**src/rtl/vdma_burst_scheduler.sv**
```systemverilog
// vdma_burst_scheduler: shares one AXI burst engine between write and read channels.
// Write and read directions alternate. Channels within each direction are served round-robin.
// A grant is held until the engine reports done or the watchdog expires.
// Ports:
//   clock, rst_n           - clock, asynchronous active-low reset
//   wr_req / rd_req        - per-channel level burst requests
//   wr_done / rd_done      - engine pulses ending the current write / read burst
//   timeout_clr            - clears the sticky timeout_err flag
//   wr_grant / rd_grant    - registered one-hot grants
//   wr_start / rd_start    - pulse in the first cycle of a grant
//   busy                   - a burst is being executed
//   timeout_err            - sticky watchdog flag
module vdma_burst_scheduler #(
    parameter int NUM_WR  = 2,
    parameter int NUM_RD  = 2,
    parameter int TIMEOUT = 1024
) (
    input  logic              clock,
    input  logic              rst_n,
    input  logic [NUM_WR-1:0] wr_req,
    input  logic [NUM_RD-1:0] rd_req,
    input  logic              wr_done,
    input  logic              rd_done,
    input  logic              timeout_clr,
    output logic [NUM_WR-1:0] wr_grant,
    output logic [NUM_RD-1:0] rd_grant,
    output logic              wr_start,
    output logic              rd_start,
    output logic              busy,
    output logic              timeout_err
);
    localparam int WW = NUM_WR > 1 ? $clog2(NUM_WR) : 1;
    localparam int RW = NUM_RD > 1 ? $clog2(NUM_RD) : 1;
    localparam int CW = $clog2(TIMEOUT);

    typedef enum logic [1:0] {IDLE, WR_EXEC, RD_EXEC} state_t;

    state_t        state, state_nx;
    logic          pref_rd;
    logic [WW-1:0] wr_ptr, wr_idx, wr_win;
    logic [RW-1:0] rd_ptr, rd_idx, rd_win;
    logic [CW-1:0] wdog;
    logic          wr_hit, rd_hit, expire, wr_end, rd_end, wr_go, rd_go, to_hit;

    // Scanning a doubled index range from ptr upward gives the wrap-around search
    // without a modulo on a variable.
    always_comb begin
        wr_win = wr_ptr;
        wr_hit = 1'b0;
        for (int i = 0; i < 2 * NUM_WR; i++)
            if (!wr_hit && i >= int'(wr_ptr) && wr_req[i % NUM_WR]) begin
                wr_hit = 1'b1;
                wr_win = WW'(i % NUM_WR);
            end
    end

    always_comb begin
        rd_win = rd_ptr;
        rd_hit = 1'b0;
        for (int i = 0; i < 2 * NUM_RD; i++)
            if (!rd_hit && i >= int'(rd_ptr) && rd_req[i % NUM_RD]) begin
                rd_hit = 1'b1;
                rd_win = RW'(i % NUM_RD);
            end
    end

    assign expire = wdog == CW'(TIMEOUT - 1);
    assign wr_end = state == WR_EXEC && (wr_done || expire);
    assign rd_end = state == RD_EXEC && (rd_done || expire);
    // A done pulse coinciding with expiry is a normal completion.
    assign to_hit = expire && ((state == WR_EXEC && !wr_done) || (state == RD_EXEC && !rd_done));
    assign wr_go  = state == IDLE && state_nx == WR_EXEC;
    assign rd_go  = state == IDLE && state_nx == RD_EXEC;

    always_ff @(posedge clock or negedge rst_n)
        if (!rst_n)
            state <= IDLE;
        else
            state <= state_nx;

    always_comb begin
        state_nx = state;
        case (state)
            IDLE:
                if (wr_hit && (!pref_rd || !rd_hit))
                    state_nx = WR_EXEC;
                else if (rd_hit)
                    state_nx = RD_EXEC;
            WR_EXEC: state_nx = wr_end ? IDLE : WR_EXEC;
            RD_EXEC: state_nx = rd_end ? IDLE : RD_EXEC;
            default: state_nx = IDLE;
        endcase
    end

    always_ff @(posedge clock or negedge rst_n)
        if (!rst_n) begin
            wr_grant    <= '0;
            rd_grant    <= '0;
            wr_start    <= 1'b0;
            rd_start    <= 1'b0;
            busy        <= 1'b0;
            timeout_err <= 1'b0;
            pref_rd     <= 1'b0;
            wr_ptr      <= '0;
            rd_ptr      <= '0;
            wr_idx      <= '0;
            rd_idx      <= '0;
            wdog        <= '0;
        end else begin
            wr_start    <= wr_go;
            rd_start    <= rd_go;
            busy        <= state_nx != IDLE;
            timeout_err <= to_hit | (timeout_err & ~timeout_clr);
            // Every EXEC exit passes through IDLE, so the count restarts at 0 on entry.
            wdog        <= state == IDLE ? '0 : wdog + 1'b1;
            if (wr_go) begin
                wr_grant <= NUM_WR'(1) << wr_win;
                wr_idx   <= wr_win;
            end else if (wr_end) begin
                wr_grant <= '0;
                wr_ptr   <= wr_idx == WW'(NUM_WR - 1) ? '0 : wr_idx + 1'b1;
                pref_rd  <= 1'b1;
            end
            if (rd_go) begin
                rd_grant <= NUM_RD'(1) << rd_win;
                rd_idx   <= rd_win;
            end else if (rd_end) begin
                rd_grant <= '0;
                rd_ptr   <= rd_idx == RW'(NUM_RD - 1) ? '0 : rd_idx + 1'b1;
                pref_rd  <= 1'b0;
            end
        end
endmodule

```
**config.mk**
```make
export PLATFORM = sky130hd
export DESIGN_NAME = vdma_burst_scheduler
export DESIGN_NICKNAME = d
export VERILOG_FILES = /design/src/rtl/vdma_burst_scheduler.sv
export SDC_FILE = /design/constraint.sdc
export NUM_CORES = 1
export LEC_CHECK = 0
export ABC_AREA = 0
export ABC_CLOCK_PERIOD_IN_PS = 1500
export BUFFER_PORTS_ARGS = -buffer_cell sky130_fd_sc_hd__buf_2
export CORE_ASPECT_RATIO = 0.8
export CORE_UTILIZATION = 40
export DETAILED_ROUTE_END_ITERATION = 8
export PLACE_DENSITY = 0.64
export SLEW_MARGIN = 20
export SYNTH_ARGS = -nofsm -noshare
export SYNTH_HDL_FRONTEND = slang
export SYNTH_SLANG_ARGS = --single-unit
```
**constraint.sdc**
```tcl
create_clock -name clock -period 1.5 [get_ports clock]
set_input_delay 0.225 -clock clock [delete_from_list [all_inputs] [get_ports clock]]
set_output_delay 0.225 -clock clock [all_outputs]
set_load 0.005 [all_outputs]
```
==> results_dict.tcl, run 1 <==
set metrics [dict create \
    hold_viol 0 \
    layout-drive-gt1-share_pct 23.62 \
    setup.worst_path.start "wdog[0]" \
    timing.critical_path.slowest_stage_cell "dfrtp_1" \
    cts.clk_slew.worst_paths_ns 0.13 \
    clk_root_buffer_cell "clkbuf_4" \
    dr.pass1.iters 3 \
    insertedDiodeCount 0 \
    postSynthAreaPerCell_um2 10.65 \
    dp_hpwl_um 1408 \
    number_of_flip_flops_and_latches_in_the_synthesized_netlist 25 \
    tritoncts "yes" \
    path_max_fanout 4 \
    skew_ns 0.008228 \
    grt_start_max_net_pins 26 \
    timing.final.ws_setup_ns 0.08647 \
    worst_slew_margin_rel_pct 59.16 \
    max_slew.worst_pin.slew_ns 0.6126 \
    leading_cell_type_in_the_layout_fill_and_taps_excluded "dfrtp_1" \
    grt_antenna_before_repair 0 \
    syn-num-nets 114 \
    clock.fmax_mhz 707.5 \
    classification_of_the_worst_setup_path "flop to flop" \
    io_buffer_count 16 \
    crit_path_max_incr_delay_ns 0.40 \
    synth_largest_type_area_fraction_pct 56.50 \
    global_route_wire_length_before_repair_um 3374 \
    number_of_warnings_issued_by_yosys 0 \
    die_h_um 49.06 \
    hold_start "timeout_clr" \
    crit_path_end_kind "flop" \
    postLayoutCoreUtil_pct 51.33 \
    vias_per_cell 4.877 \
    crit_chain "ha_1 -> and4_1 -> a31oi_2 -> o31ai_1 -> nand2b_1" \
    start_kind "flop" \
    crit_family "flip-flops" \
    reg_to_reg_start "wdog[0]" \
    first_global_vias 780 \
    leading_area_contributor_after_synthesis "dfrtp_1" \
    worst-endpoint-arrival_ns 1.62 \
    mappedNetlistArea_mm2 0.001107 \
    synthCells 104 \
    synth_top_cells_by_area "dfrtp_1, nand2_1, xor2_1" \
    dieWidth_um 60.83 \
    power-per-cell-area_mw_per_mm2 1492 \
    fill_cells 247 \
    timing.final.crit_period_ns 1.414 \
    ir_drop_mv 0.8465 \
    gpl.final_weighted_congestion 0.7905 \
    status "completed" \
    synth_cell_type_count 30 \
    cts_htree_levels 1 \
    dr.first_iter.drc_count 13 \
    grt_usage_pct 15.28 \
    num_io_pins 17 \
    grt-ovfl-total 0 \
    pre_cts_ws_ns 0.05338 \
    rows 16 \
    finalNetCount 138 \
    via_count 795 \
    drv_slew 0 \
    final_cell_mix "dfrtp_1, buf_2, nand2_1" \
    clock_insertion_delay_worst_skew_ns 0.31 \
    initial_util_pct 43.55 \
    min_period_over_period_pct 94.24 \
    critical_path_required_ns 1.71 \
    timing.final.setup_violations 0 \
    critical_path.n_buffers_inverters 0 \
    total_leakage_power_nw 0.6323 \
    numCtsBuffers 3 \
    cts_sink_cnt 25 \
    post_drt_wl_per_cell_um 11.42 \
    setup-tns-final_ns 0 \
    drc_errors 0 \
    routed_wl_um 1862 \
    core_area_mm2 0.002542 \
    dieArea_mm2 0.002984 \
    register_area_um2 625.6 \
    multi_input_combinational_cell_area_um2 464.2 \
    clock_tree.buffer_depth 2 \
    cap_viol_max_count 0 \
    grt_setup_unrepaired "true" \
    antenna_left 0 \
    worst_hold_class "input pin to flop" \
    synth.yosys.seq_area_share_pct 56.50 \
    synthToLayoutAreaGrowth_pct 17.85 \
]
-- worst reg2reg max path: stages, from the launching register on --
cell,delay [ns]
dfrtp_1,0.40
ha_1,0.26
and4_1,0.22
a31oi_2,0.12
o31ai_1,0.25
nand2b_1,0.08
-- flip-flops by register name, indices dropped and copies added (netlist names) --
signal	count
rd_ptr	1
wr_grant	2
rd_idx	1
rd_grant	2
pref_rd	1
busy	1
timeout_err	1
wr_start	1
wr_idx	1
wdog	10
rd_start	1
wr_ptr	1
state	2
-- where the power goes --
group,switching [W],total [W],leakage [nW],internal (W)
clock network,0.000184,0.000284,0.0177,0.0000996
registers,0.000128,0.00102,0.322,0.000887
logic,0.000358,0.000649,0.293,0.000291
total,0.000670,0.00195,0.632,0.00128
-- what timing repair did --
action | in CTS | in global routing
buffers inserted | 0 | 1
resized for setup | 0 | 3
hold buffers | 1 | 0
endpoints found under the hold margin | 25 | 0
setup endpoints to repair | 0 | 7
-- cells in the mapped netlist --
library cell / number
xnor2_1: 1
nor2b_1: 1
nand4_2: 1
a31oi_1: 1
nor3_4: 1
clkbuf_1: 1
dfrtp_1: 25
mux2i_1: 2
a21oi_1: 2
or3_1: 2
and4_1: 2
o22a_1: 1
nand3b_1: 1
o21ba_4: 1
and4_2: 1
nand3_1: 2
o21ai_0: 6
o221ai_1: 1
o211ai_1: 1
nand2b_1: 4
maj3_1: 1
nand3_2: 1
nor2_1: 11
nand2_1: 13
o22ai_1: 3
inv_1: 8
nand4_1: 1
xor2_1: 5
ha_1: 1
o31ai_1: 3
-- path summary, 6_finish.rpt --
kind                               endpoint  slack (ns)  cells after the start
worst max-delay path                pref_rd        0.09                      5
worst min-delay path            timeout_err        0.08                      2
worst max register to register      pref_rd        0.09                      5
worst min register to register       wr_ptr        0.46                      1
max in group asynchronous           wdog[2]        0.73                      2
min in group asynchronous       timeout_err        0.41                      2
-- per-layer routing --
| layer | global-route usage [%] | vias to the layer above | share of wire (%) |
|---|---|---|---|
| met2 | 23.44 | 11 | 47 |
| met3 | 4.775 | 0 | 3.4 |
| met4 | 3.409 | 0 | 0 |
| met5 | 0 | - | 0 |
| met1 | 21.14 | 377 | 50 |
| li1 | - | 407 | - |
-- cells by family after synthesis --
kind of cell,count (synthesis),synth area share [%]
fa+ha+maj,2,2.034
mux,2,1.808
compound gates,19,11.64
buf+inv,9,3.051
flops,25,56.50
xor+xnor,6,4.746
simple gates,41,20.23
-- area by class of cell --
type / instances / area share [%]
Multi-Input combinational cell: 70 / 35.57
Timing Repair Buffer: 20 / 8.629
Tap cell: 36 / 3.452
Inverter: 8 / 2.301
Clock inverter: 1 / 0.3835
Sequential cell: 25 / 47.94
Clock buffer: 3 / 1.726
-- per-stage QoR --
step | area (um^2) | total power, W | hold WS (ns) | instances
after detailed placement | 1244 | 0.001672 | 0.2387 | 157
after CTS | 1281 | 0.001965 | 0.06447 | 162
after global placement | 1244 | 0.001655 | 0.2375 | 157
after floorplan | 1107 | 0.001429 | -0.07059 | 104
final | 1305 | 0.001948 | 0.08073 | 163
after global routing | 1305 | 0.002134 | 0.06668 | 163
No activity file was read; power rests on OpenSTA's default activity.
==> run 2: changes to the inputs <==
ABC_CLOCK_PERIOD_IN_PS = 1700   (was 1500)
CTS_CLUSTER_SIZE = 20   (was default)
PLACE_DENSITY = 0.62   (was 0.64)
clock period = 1.7 ns   (was 1.5 ns; I/O delays follow)
==> run 2 against run 1 <==
  * Critical path type unchanged
  * Clock power is 12% lower
  * Core utilization down 1.3 points
  * Non-clock buffer count is 2 lower
  * Design area down 2.5%
  * Via count down 1.6%
  * Largest cell class unchanged
  * Critical endpoint is now wr_ptr
  * Die area stayed put
  * Routed wire length is 3.8% higher
  * Power fell by 12%
==> results_dict.tcl, run 2 (synthesis gave the netlist of run 1 again) <==
set metrics [dict create \
    cts_htree_levels 1 \
    layout-drive-gt1-share_pct 20.00 \
    cts_repair_resize_count 0 \
    dr.first_iter.drc_count 50 \
    largest_register_ffs 10 \
    crit_chain "ha_1 -> nand3_2 -> nor3_4 -> o21ba_4 -> mux2i_1" \
    synthToLayoutAreaGrowth_pct 14.92 \
    pwr-share-clk_pct 14.6 \
    first_global_vias 747 \
    worst_slew_margin_rel_pct 60.70 \
    routed_wl_um 1933 \
    die_h_um 49.06 \
    path_max_fanout 6 \
    max_slew.worst_pin.slew_ns 0.5896 \
    ir_drop_mv 0.8713 \
    dp_hpwl_um 1440 \
    proportion_of_power_drawn_by_combinational_gates_pct 33.0 \
    start_kind "flop" \
    p_switching_w 0.0005793 \
    groute.layer.met2.usage_pct 22.16 \
    worst_hold_class "input pin to flop" \
    setup-tns-final_ns 0 \
    setup.worst_path.start "wdog[0]" \
    drc_errors 0 \
    total_leakage_power_nw 0.6184 \
    clk_root_buffer_cell "clkbuf_4" \
    antenna_left 0 \
    grt_antenna_before_repair 0 \
    switching_share_pct 33.92 \
    hold_viol 0 \
    drv_slew 0 \
    finalNetCount 136 \
    post_drt_wl_per_cell_um 12.01 \
    timing.final.crit_period_ns 1.550 \
    seq_power_share_pct 52.4 \
    num_io_pins 17 \
    timing.critical_path.slowest_stage_cell "dfrtp_1" \
    critical_path_required_ns 1.94 \
    multi_input_combinational_cell_area_um2 447.9 \
    dr.pass1.iters 4 \
    grt_use_met1_pct 20.66 \
    global_route.usage.met3_pct 5.570 \
    holdPathStages 2 \
    classification_of_the_worst_setup_path "flop to flop" \
    grt_start_max_net_pins 26 \
    insertedDiodeCount 0 \
    timing.final.ws_setup_ns 0.1496 \
    status "completed" \
    cap_viol_max_count 0 \
    reg_to_reg_start "wdog[0]" \
    hold_start "timeout_clr" \
    vias_per_cell 4.857 \
    via_count 782 \
    crit_path_end_kind "flop" \
    tritoncts "yes" \
    reg2regPathDepth 5 \
    finish.instance_area_mm2 0.001272 \
    leading_cell_type_in_the_layout_fill_and_taps_excluded "dfrtp_1" \
    skew_ns 0.003845 \
    numCtsBuffers 3 \
    clock_insertion_delay_worst_skew_ns 0.31 \
    placedInstanceArea_mm2 0.001236 \
    rows 16 \
    crit_path_max_incr_delay_ns 0.41 \
    grt_setup_unrepaired "false" \
    grt-ovfl-total 0 \
    worst-endpoint-arrival_ns 1.79 \
    power-per-cell-area_mw_per_mm2 1342 \
    global_route_wire_length_before_repair_um 3208 \
    fill_cells 266 \
    io_buffer_count 16 \
    timing.final.setup_violations 0 \
    core_area_mm2 0.002542 \
    grt.busiest_layer "met2" \
    clock.fmax_mhz 645.0 \
    clock_tree.buffer_depth 2 \
    final_cell_mix "dfrtp_1, buf_2, nand2_1" \
    dieArea_mm2 0.002984 \
    cts.clk_slew.worst_paths_ns 0.12 \
    dieWidth_um 60.83 \
    register_ranked_first_by_flip_flop_count "wdog" \
    grt_usage_pct 14.57 \
    cts_sink_cnt 25 \
    initial_util_pct 43.55 \
    pre_cts_ws_ns 0.1678 \
    min_period_over_period_pct 91.20 \
    register_area_um2 625.6 \
    internal_power_w 0.001128 \
    gpl.final_weighted_congestion 0.8296 \
]
## run 2: metal layers
metal / routed length, um / part of all wire (%) / up-vias
li1: - / - / 403
met1: 986 / 51 / 362
met2: 865 / 45 / 17
met3: 81 / 4.2 / 0
met4: 0 / 0 / 0
met5: 0 / 0 / -
## run 2: critical path, delay by kind of cell, from the launching register on
kind | cells | cell delay (ns)
AND/OR/NAND/NOR | 2 | 0.48
flip-flops | 1 | 0.41
adder cells (fa/ha/maj) | 1 | 0.23
AO/OA/AOI/OAI | 1 | 0.19
multiplexers | 1 | 0.18
## run 2: layout make-up
type | instances | share of cell area (%)
repair buffers | 18 | 7.670
multi-input cells | 70 | 35.20
well taps | 36 | 3.540
clock buffers | 4 | 2.065
inverters | 8 | 2.360
flip-flops and latches | 25 | 49.16
## run 2: worst paths after layout
| check | endpoint | slack [ns] |
|---|---|---|
| max in group asynchronous | wr_grant[0] | 0.89 |
| worst max-delay path | wr_ptr | 0.15 |
| min in group asynchronous | rd_start | 0.45 |
| worst min-delay path | timeout_err | 0.12 |
| worst max register to register | wr_ptr | 0.15 |
| worst min register to register | wr_ptr | 0.46 |
## run 2: through the flow
| stage | instances | total power [W] | hold slack [ns] | utilization [%] |
|---|---|---|---|---|
| global route | 161 | 0.001853 | 0.1063 | 50.05 |
| global placement | 156 | 0.001458 | 0.2781 | 48.62 |
| finish | 161 | 0.001708 | 0.1206 | 50.05 |
| floorplan | 104 | 0.001261 | -0.04059 | - |
| CTS | 161 | 0.001746 | 0.1125 | 50.05 |
| detailed placement | 156 | 0.001480 | 0.2807 | 48.62 |
## run 2: power groups by stage
stage / sequential (W) / combinational (W) / clock (W)
CTS: 0.000898 / 0.000575 / 0.000272
global route: 0.000920 / 0.000643 / 0.000290
floorplan: 0.000899 / 0.000362 / 0
global placement: 0.000897 / 0.000560 / 0
detailed placement: 0.000911 / 0.000569 / 0
finish: 0.000895 / 0.000563 / 0.000250
## run 2: repair_timing
item	4_1_cts	5_1_grt
endpoints found under the hold margin	25	0
hold buffers	1	0
setup buffers	0	0
setup endpoints to repair	0	0
==> run 3: changes to the inputs <==
BUFFER_PORTS_ARGS = default   (was -buffer_cell sky130_fd_sc_hd__buf_2)
DONT_BUFFER_PORTS = 1   (was default)
PLACE_DENSITY = 0.56   (was 0.62)
==> run 3 against run 2 <==
  * Design area is 4.3% lower
  * Routed wire length is 3.6% higher
  * Power is 3.6% lower
  * Clock-buffer cell count stayed put
  * Largest cell class unchanged
  * Non-clock buffer count is 13 lower
  * Clock skew is 0.0017 ns lower
  * Die area stayed put
  * Sequential share of layout area is 2.2 points higher
  * Sequential power is 3.4% higher
==> results_dict.tcl, run 3 (synthesis gave the netlist of run 1 again) <==
set metrics [dict create \
    detail_route.wirelength.met1_um 1042 \
    die_h_um 49.06 \
    layout-drive-gt1-share_pct 8.929 \
    grt_antenna_before_repair 0 \
    grt_usage_pct 15.77 \
    cts.clk_slew.worst_paths_ns 0.12 \
    cap_viol_max_count 0 \
    tritoncts "yes" \
    crit_chain "ha_1 -> nand3_2 -> nor3_4 -> o21ba_4 -> mux2i_1" \
    grt-ovfl-total 0 \
    vias_per_cell 4.986 \
    clock.fmax_mhz 646.0 \
    dieArea_mm2 0.002984 \
    io_buffer_count 0 \
    via_count 738 \
    top_routing_layer_in_use "met4" \
    gpl.final_weighted_congestion 0.7198 \
    num_io_pins 17 \
    global_route_wire_length_before_repair_um 3484 \
    leading_cell_type_in_the_layout_fill_and_taps_excluded "dfrtp_1" \
    max_slew.worst_pin.slew_ns 0.6124 \
    timing.critical_path.slowest_stage_cell "dfrtp_1" \
    numCtsBuffers 3 \
    timing.final.crit_period_ns 1.548 \
    grt_start_max_net_pins 26 \
    register_ranked_first_by_flip_flop_count "wdog" \
    critical_path_required_ns 1.95 \
    worst_hold_class "input pin to flop" \
    drv_slew 0 \
    fill_cells 256 \
    rows 16 \
    worst_slew_margin_rel_pct 59.17 \
    worst-endpoint-arrival_ns 1.79 \
    dp_hpwl_um 1463 \
    crit_path_max_incr_delay_ns 0.41 \
    min_period_over_period_pct 91.06 \
    total_leakage_power_nw 0.5616 \
    classification_of_the_worst_setup_path "flop to flop" \
    final_cell_mix "dfrtp_1, nand2_1, nor2_1" \
    clock_tree.buffer_depth 2 \
    grt_setup_unrepaired "false" \
    setup-tns-final_ns 0 \
    post_drt_wl_per_cell_um 13.53 \
    first_global_vias 758 \
    hold_viol 0 \
    initial_util_pct 43.55 \
    dr.first_iter.drc_count 20 \
    crit_path_end_kind "flop" \
    clock_insertion_delay_worst_skew_ns 0.31 \
    finalNetCount 123 \
    cts_htree_levels 1 \
    met2_wirelength_um 801 \
    wl_met3_um 149 \
    postLayoutCoreUtil_pct 47.88 \
    largest_register_ffs 10 \
    drc_errors 0 \
    antenna_left 0 \
    cts_sink_cnt 25 \
    power-per-cell-area_mw_per_mm2 1353 \
    cts_repair_resize_count 0 \
    dr.pass1.iters 4 \
    insertedDiodeCount 0 \
    start_kind "flop" \
    skew_ns 0.002175 \
    path_max_fanout 6 \
    routed_wl_um 2002 \
    status "completed" \
    synthToLayoutAreaGrowth_pct 9.944 \
    ir_drop_mv 0.5046 \
    dieWidth_um 60.83 \
    clk_root_buffer_cell "clkbuf_4" \
    hold-worst-slack_ns 0.03294 \
    timing.final.setup_violations 0 \
    core_area_mm2 0.002542 \
]
[run 3: cell types whose count changed in the layout (fill, tap and decap cells not counted)]
| cell | before | now |
|---|---|---|
| dlygate4sd3_1 | 1 | 3 |
| buf_2 | 16 | 1 |
[run 3: through the flow]
step	instance area, um^2	power, W	cells	setup slack, ns
6_report	1217	0.001647	148	0.1521
5_1_grt	1217	0.001799	148	0.04641
4_1_cts	1192	0.001657	145	0.1479
3_5_place_dp	1156	0.001387	140	0.1525
3_3_place_gp	1156	0.001381	140	0.2570
2_1_floorplan	1107	0.001261	104	0.3268
[run 3: critical path, delay by kind of cell, from the launching register on]
family	cells	cell delay, ns
AOI/OAI and AO/OA	1	0.20
adders and majority gates	1	0.23
DFF	1	0.41
muxes	1	0.17
and+or+nand+nor	2	0.47
[run 3: layout make-up]
| cell class | count | area, um^2 | share of cell area [%] |
|---|---|---|---|
| Multi-Input combinational cell | 70 | 447.9 | 36.79 |
| Clock buffer | 4 | 26.28 | 2.158 |
| Tap cell | 36 | 45.04 | 3.700 |
| Timing Repair Buffer | 5 | 42.54 | 3.494 |
| Sequential cell | 25 | 625.6 | 51.39 |
| Inverter | 8 | 30.03 | 2.467 |
[run 3: metal layers]
| metal | up-vias | global-route usage, % |
|---|---|---|
| met5 | - | 0 |
| met4 | 0 | 2.273 |
| met3 | 2 | 6.897 |
| met2 | 20 | 21.43 |
| met1 | 343 | 23.63 |
| li1 | 373 | - |
[run 3: path summary, 6_finish.rpt]
kind                                   from          end  slack, ns  depth (start not counted)
max in group asynchronous             rst_n  rd_grant[0]       0.89                          2
min in group asynchronous             rst_n      wdog[5]       0.47                          2
worst min register to register       wr_idx       wr_ptr       0.46                          1
worst max-delay path                wdog[0]       wr_ptr       0.15                          5
worst max register to register      wdog[0]       wr_ptr       0.15                          5
worst min-delay path            timeout_clr  timeout_err       0.03                          1
[run 3: report_power, final]
group,internal (W),switching (W)
Clock,0.0000916,0.000161
Sequential,0.000784,0.000141
Combinational,0.000203,0.000266
[run 3: what timing repair did]
| action | in CTS | in global routing |
|---|---|---|
| setup buffers | 0 | 0 |
| endpoints found under the hold margin | 25 | 27 |
| hold buffers | 1 | 3 |
